<file path="src/rtl/uart_baud_gen.sv">
// UART baud-tick generator: fractional divisor yields oversample, bit and mid-bit ticks,
// with a run-time divisor shadow and an RX realign strobe that restarts the tick phase.
module uart_baud_gen #(
  parameter int unsigned     CLK_HZ       = 100_000_000,
  parameter int unsigned     BAUD_DEFAULT = 9600,
  parameter int unsigned     OVERSAMPLE   = 16,
  parameter int unsigned     DIV_W        = 16,
  parameter int unsigned     FRAC_W       = 4,
  parameter longint unsigned DEFAULT_DIV  =
    (64'(CLK_HZ) * (64'd1 << FRAC_W) + (64'(BAUD_DEFAULT) * 64'(OVERSAMPLE)) / 64'd2)
    / (64'(BAUD_DEFAULT) * 64'(OVERSAMPLE))
) (
  input  logic                          clkin,
  input  logic                          rst_n,
  input  logic                          en,
  input  logic                          cfg_wr,
  input  logic [DIV_W+FRAC_W-1:0]       cfg_div,
  input  logic                          rx_realign,
  output logic                          os_tick,
  output logic                          bit_tick,
  output logic                          mid_tick,
  output logic [$clog2(OVERSAMPLE)-1:0] os_phase
);

  localparam int unsigned CFG_W = DIV_W + FRAC_W;
  localparam int unsigned PH_W  = $clog2(OVERSAMPLE);

  typedef logic [DIV_W:0]   cnt_t;
  typedef logic [CFG_W-1:0] div_t;

  localparam div_t             RST_DIV = CFG_W'(DEFAULT_DIV);
  localparam logic [PH_W-1:0]  MID_PH  = PH_W'(OVERSAMPLE / 2);

  // Integer part of a divisor, clamped so a period is never shorter than 2 cycles.
  function automatic cnt_t eff_int(input div_t div);
    logic [DIV_W-1:0] di;
    di = div[CFG_W-1:FRAC_W];
    if (di < DIV_W'(2)) return cnt_t'(2);
    return {1'b0, di};
  endfunction

  cnt_t             cnt_q, cnt_d;
  cnt_t             period_q, period_d;
  logic [FRAC_W-1:0] frac_acc_q, frac_acc_d;
  logic [PH_W-1:0]  phase_q, phase_d;
  div_t             active_q, active_d;
  div_t             shadow_q, shadow_d;
  logic             pend_q, pend_d;
  logic             os_tick_q, os_tick_d;
  logic             bit_tick_q, bit_tick_d;
  logic             mid_tick_q, mid_tick_d;

  logic             wrap;
  div_t             upd_div;
  logic [FRAC_W:0]  frac_sum;
  logic [PH_W-1:0]  phase_inc;

  assign wrap      = (cnt_q == period_q - cnt_t'(1));
  assign upd_div   = pend_q ? shadow_q : active_q;
  assign frac_sum  = {1'b0, frac_acc_q} + {1'b0, upd_div[FRAC_W-1:0]};
  assign phase_inc = phase_q + PH_W'(1);

  always_comb begin
    // NOTE: every variable gets a default before any branch so no latch is inferred.
    cnt_d      = cnt_q;
    period_d   = period_q;
    frac_acc_d = frac_acc_q;
    phase_d    = phase_q;
    active_d   = active_q;
    shadow_d   = shadow_q;
    pend_d     = pend_q;
    os_tick_d  = 1'b0;
    bit_tick_d = 1'b0;
    mid_tick_d = 1'b0;

    if (rx_realign) begin
      active_d   = cfg_wr ? cfg_div : upd_div;
      shadow_d   = active_d;
      pend_d     = 1'b0;
      cnt_d      = '0;
      frac_acc_d = '0;
      phase_d    = '0;
      period_d   = eff_int(active_d);
    end else begin
      if (cfg_wr) begin
        shadow_d = cfg_div;
        pend_d   = 1'b1;
      end
      if (en && wrap) begin
        // The divisor for the coming period (new one if pending) also drives the carry.
        cnt_d      = '0;
        frac_acc_d = frac_sum[FRAC_W-1:0];
        period_d   = eff_int(upd_div) + cnt_t'(frac_sum[FRAC_W]);
        phase_d    = phase_inc;
        os_tick_d  = 1'b1;
        bit_tick_d = (phase_inc == '0);
        mid_tick_d = (phase_inc == MID_PH);
        active_d   = upd_div;
        if (!cfg_wr) pend_d = 1'b0;
      end else if (en) begin
        cnt_d = cnt_q + cnt_t'(1);
      end else if (pend_q) begin
        active_d = shadow_q;
        if (!cfg_wr) pend_d = 1'b0;
      end
    end
  end

  always_ff @(posedge clkin or negedge rst_n) begin
    if (!rst_n) begin
      cnt_q      <= '0;
      period_q   <= eff_int(RST_DIV);
      frac_acc_q <= '0;
      phase_q    <= '0;
      active_q   <= RST_DIV;
      shadow_q   <= RST_DIV;
      pend_q     <= 1'b0;
      os_tick_q  <= 1'b0;
      bit_tick_q <= 1'b0;
      mid_tick_q <= 1'b0;
    end else begin
      // NOTE: non-blocking assignments so every register samples pre-edge values.
      cnt_q      <= cnt_d;
      period_q   <= period_d;
      frac_acc_q <= frac_acc_d;
      phase_q    <= phase_d;
      active_q   <= active_d;
      shadow_q   <= shadow_d;
      pend_q     <= pend_d;
      os_tick_q  <= os_tick_d;
      bit_tick_q <= bit_tick_d;
      mid_tick_q <= mid_tick_d;
    end
  end

  assign os_tick  = os_tick_q;
  assign bit_tick = bit_tick_q;
  assign mid_tick = mid_tick_q;
  assign os_phase = phase_q;

endmodule

</file>
<file path="config.mk">
export PLATFORM = sky130hd
export DESIGN_NAME = uart_baud_gen
export DESIGN_NICKNAME = d
export VERILOG_FILES = /design/src/rtl/uart_baud_gen.sv
export SDC_FILE = /design/constraint.sdc
export NUM_CORES = 1
export LEC_CHECK = 0
export CAP_MARGIN = 10
export CORE_MARGIN = 10
export CORE_UTILIZATION = 45
export CTS_BUF_LIST = sky130_fd_sc_hd__clkbuf_8
export DETAILED_ROUTE_END_ITERATION = 7
export PLACE_DENSITY = 0.72
export SYNTH_ARGS = -nofsm -noshare
export SYNTH_HDL_FRONTEND = slang
export SYNTH_SLANG_ARGS = --single-unit
export TNS_END_PERCENT = 30
</file>
<file path="constraint.sdc">
create_clock -name clkin -period 8.9 [get_ports clkin]
set_input_delay 1.78 -clock clkin [delete_from_list [all_inputs] [get_ports clkin]]
set_output_delay 1.78 -clock clkin [all_outputs]
set_load 0.05 [all_outputs]
</file>
==> results of run 1 <==
==> placed cells by master (no fill, tap or decap), types with 7 or more instances in the layout <==
cell type / count
a21oi_1: 38
a31oi_1: 7
and3_1: 15
buf_4: 7
clkbuf_8: 10
clkdlybuf4s50_1: 29
dfrtp_1: 69
dfstp_2: 17
ha_1: 10
inv_1: 13
mux2_2: 19
mux2i_1: 50
nand2_1: 98
nand2b_1: 7
nand3_1: 16
nor2_1: 52
nor3_1: 11
nor4_1: 7
nor4b_1: 7
o21ai_0: 84
or3_1: 7
xnor2_1: 25
xor2_1: 9
==> report_power, final <==
| group | switching (mW) | total, mW | internal (mW) |
|---|---|---|---|
| Sequential | 0.0459 | 0.486 | 0.440 |
| Combinational | 0.145 | 0.251 | 0.106 |
| Clock | 0.151 | 0.317 | 0.165 |
==> sequential cells by signal, summed over array words and instances, names as in the netlist <==
signal / flops
os_phase: 4
period_q: 17
mid_tick: 1
os_tick: 1
bit_tick: 1
active_q: 20
cnt_q: 17
pend_q: 1
frac_acc_q: 4
shadow_q: 20
==> how the worst max path moves through the flow <==
stage	startpoint	slack, ns	depth (start not counted)	endpoint
finish	period_q[0]	4.63	10	period_q[13]
global route	period_q[0]	4.35	10	active_q[5]
CTS	period_q[0]	4.70	10	active_q[16]
detailed placement	rx_realign	4.27	8	active_q[9]
global placement	rx_realign	4.36	8	active_q[8]
floorplan	pend_q	4.61	18	period_q[14]
==> critical path, cell delays in order, from the launching register on <==
cell     delay, ns
dfstp_2       0.41
inv_1         0.07
ha_1          0.26
nor4b_1       0.50
and4_1        0.36
mux2i_1       0.21
a211o_1       0.23
nor4b_1       0.84
nand2_1       0.70
o31ai_1       0.48
a31o_2        0.15
==> area by class of cell <==
class | instances | area [um^2]
clock inverters | 6 | 85.1
clock buffers | 10 | 138
inverters | 13 | 48.8
flip-flops and latches | 86 | 2170
fillers | 1189 | 6230
repair buffers | 37 | 348
well taps | 172 | 215
multi-input cells | 540 | 3440
==> layer usage <==
| metal | track usage, % | part of all wire [%] | vias to the layer above |
|---|---|---|---|
| li1 | - | - | 2436 |
| met1 | 21.1 | 47 | 2425 |
| met2 | 26.1 | 47 | 141 |
| met3 | 3.92 | 4.2 | 19 |
| met4 | 5.56 | 1.8 | 0 |
| met5 | 0 | 0 | - |
==> cells in the mapped netlist (4+ instances only) <==
library cell	n	area (um^2)
nand2_1	98	368
nand3_1	16	80.1
inv_1	13	48.8
or4_1	4	30.0
ha_1	10	125
or3_1	7	43.8
nor4b_1	7	61.3
nand2b_1	7	43.8
a21oi_1	39	195
nor3b_1	5	37.5
and3_1	15	93.8
dfrtp_1	69	1730
nor4_1	7	43.8
mux2_2	19	214
mux2i_1	50	500
dfstp_2	17	447
and4_1	4	35.0
o21ai_0	84	420
xor2_1	9	78.8
xnor2_1	25	219
nor3_1	11	55.1
clkbuf_1	37	139
nor2b_1	6	37.5
a31oi_1	7	43.8
nand4_1	6	37.5
o22ai_1	4	25.0
or2_2	5	31.3
nor2_1	52	195
==> per-stage QoR <==
step | util [%] | hold WS (ns) | cell area, um^2
4_1_cts | 50.9 | 0.489 | 6440
3_3_place_gp | 49.1 | 0.464 | 6220
5_1_grt | 50.9 | 0.499 | 6440
6_report | 50.9 | 0.485 | 6440
3_5_place_dp | 49.1 | 0.475 | 6220
2_1_floorplan | - | 0.449 | 5830
==> cell families after synthesis <==
group | after synthesis | share of synthesized area [%]
buffers and inverters | 56 | 3.78
and+or+nand+nor | 265 | 23.5
xor gates and xnor gates | 34 | 5.11
DFF | 86 | 37.3
adders and majority gates | 11 | 2.49
AOI/OAI and AO/OA | 161 | 15.6
muxes | 69 | 12.3
==> out/results.ini, run 1 <==
[clock_tree]
clk_latency_ns=0.39
cts_buffers=9
cts_max_level=3
clockRootBuffer=clkbuf_8
clkTransAtPathRegs_ns=0.09
ctsHoldBuffers=0
post_cts_buffers=0
cts_resized=0
cts.sinks=86
max-clock-path-buffers=2
cts_tree=done

[global_routing]
grt_first_pass_wirelength_um=24400
antenna_found_initial=0
grt_pass1_vias=4905
grt_max_degree=87
overflow=0
grt_usage_pct=16.3

[power_and_ir_drop]
total_power_mw=1.05
p_per_area_nw_per_um2=164
ir_drop_v=0.000149
p_leak_nw=2.71

[layout]
area_delta_synth_final_pct=10.6
fin_cells=864
drive_gt1_share_pct=11.0
n_antenna_cell=0
layout.nets=723

[placed_design]
place_congestion=0.867
dp_hpwl_um=10300
dpl.cell_count=848
port_buffers=31
dpl_worst_slack_ns=4.27

[logic_synthesis]
synth-edff-count=0
synth_ff_type=dfrtp_1
ys_ff_latch=86
syn_nets=718
yosysSeqAreaShare_pct=37.3
syn_area_um2=5830
async_reset_ff_share_pct=100
yosysWarnings=0
synth_area_per_cell_um2=8.54
synth_cell_types=58
synth_cells=682

[critical_path]
cp-start-kind=flop
cp-end-kind=flop
worst_r2r_endpoint=period_q[13]
path_max_fanout=20
cp.required_ns=9.23
critical_path_class=reg -> reg
cp.arrival_ns=4.60
r2r_slack_ns=4.63
worst_r2r_path_depth=10
rr_startpoint=period_q[0]

[floorplanning]
initial_core_util_pct=46.0
die_h_um=134
die-area_um2=17900
pin_count=32
rows=41
core_um2=12700
die_width_um=134

[route]
wl_um=14600
post_drt_wl_per_cell_um=16.9
detail_route.first_pass.iterations=5
routed_via_density=5.81
vias=5021
drc=0
drtAntennaViolNets=0
drt_iter0_drc=502

[min_path]
hp-class=reg -> reg
holdPathStages=2
min_from=active_q[4]
min_to=active_q[4]

[timing]
hold_viol=0
rsz0062_at_grt=false
finalSetupTns_ns=0
finClkSkew_ns=0.0101
fin_crit_ns=4.27
setup_viol=0
max_freq_ghz=0.234
worst_pin_slew_ns=1.12
fin_crit_sh_pct=48.0
relSlewSlack_pct=25.2
drv_slew=0
postLayoutSetupSlackWorst_ns=4.63

[run]
drv_cap=0

[run_status]
outcome=finished clean

(Power assumes the default switching activity.)
==> run 2: changes to the inputs <==
Settings changed: PLACE_DENSITY 0.72 to 0.74.
Clock period 8.9 ns to 3.6 ns, I/O delays scaled along.
==> out/results.ini, run 2 (synthesis results as in run 1) <==
[clock_tree]
clkTransAtPathRegs_ns=0.10
max-clock-path-buffers=2
clk_latency_ns=0.38
cts_resized=0
cts_max_level=3
cts.sinks=86
clockRootBuffer=clkbuf_8
cts_buffers=9
cts_tree=done
post_cts_buffers=0
ctsHoldBuffers=0

[timing]
finClkSkew_ns=0.0136
whs_ns=0.474
relSlewSlack_pct=38.8
max_freq_ghz=0.294
fin_crit_sh_pct=94.6
rsz0062_at_grt=false
setup_viol=0
finalSetupTns_ns=0
fin_crit_ns=3.40
worst_pin_slew_ns=0.919
hold_viol=0
drv_slew=0

[layout]
layout.nets=740
finalInstanceArea_um2=6540
final_util_pct=51.6
n_antenna_cell=0
area_delta_synth_final_pct=12.2
drive_gt1_share_pct=13.3
register_area_um2=2170
final_common_cell=nand2_1
top_regs=active_q (20), shadow_q (20)
multi_input_area_um2=3440
n_fill_cell=1182
mostFrequentLayoutCells=nand2_1 (98), o21ai_0 (84), dfrtp_1 (69), nor2_1 (52), mux2i_1 (50)

[global_routing]
antenna_found_initial=0
grt_first_pass_wirelength_um=25000
grt_usage_pct=16.7
overflow=0
grt_pass1_vias=5011
grt_max_degree=73

[critical_path]
cp.required_ns=3.86
path_max_fanout=20
cp-start-kind=flop
cp-end-kind=flop
critical_path_class=reg -> reg
r2r_slack_ns=0.20
cp.arrival_ns=3.66

[power_and_ir_drop]
intPower_mw=1.64
power.share.clock_pct=26.6
combinationalPowerShare_pct=25.6
p_per_area_nw_per_um2=385
p_seq_share_pct=47.8
ir_drop_v=0.000276
p_leak_nw=2.77
p_switching_uw=884
p_sw_share_pct=35.1
total_power_mw=2.52

[floorplanning]
initial_core_util_pct=46.0
die_width_um=134
die_h_um=134
rows=41
core_um2=12700
pin_count=32
die-area_um2=17900

[route]
wl_um=14800
drt_iter0_drc=437
post_drt_wl_per_cell_um=16.8
detail_route.first_pass.iterations=5
drtAntennaViolNets=0
routed_via_density=5.84
drc=0
vias=5144

[placed_design]
place_congestion=0.914
dp_hpwl_um=10800
port_buffers=31
place_area_um2=6350

[run_status]
outcome=finished clean

[run]
drv_cap=0

[min_path]
hp-class=in -> async

-- run 2: power groups by stage --
stage	combinational, mW	sequential [mW]	clock, mW
after floorplan	0.470	1.17	0
after global placement	0.621	1.21	0
after detailed placement	0.640	1.22	0
after CTS	0.642	1.20	0.688
after global routing	0.719	1.22	0.732
final	0.645	1.20	0.671
-- run 2: layout make-up --
type	count	share of cell area, %
Inverter	13	0.747
Clock buffer	9	1.90
Multi-Input combinational cell	540	52.6
Timing Repair Buffer	54	7.27
Sequential cell	86	33.3
Tap cell	172	3.29
Clock inverter	7	0.976
-- run 2: worst paths after layout --
check / from / endpoint / depth (start not counted)
min in group clkin: active_q[4] / active_q[4] / 2
hold reg to reg: active_q[4] / active_q[4] / 2
hold / removal: rst_n / cnt_q[14] / 1
max in group asynchronous: rst_n / cnt_q[2] / 2
setup reg to reg: period_q[2] / active_q[3] / 9
setup / recovery: period_q[2] / active_q[3] / 9
-- run 2: routing by layer --
layer  up-vias  GRT usage (%)  wire (um)  share of wire, %
met5         -              0          0                 0
met4         0           5.14        278               1.9
met3        24           4.33        925               6.3
met2       148           25.4       6690                45
met1      2490           22.6       6900                47
li1       2482              -          -                 -
-- run 2: stage by stage --
step           instances  setup WS (ns)
6_report             881          0.195
5_1_grt              881         0.0163
4_1_cts              881          0.237
3_5_place_dp         865          0.248
3_3_place_gp         865          0.314
2_1_floorplan        682         0.0480
-- run 2: worst max-delay path, stage by stage (launching register included) --
cell and delay, ns:
dfrtp_1 0.49, or4_4 0.62, nor4_4 0.23, mux2_2 0.37, a31oi_1 0.30, nor4b_1 0.11
buf_4 0.16, a21oi_2 0.54, buf_4 0.33, o21ai_0 0.13
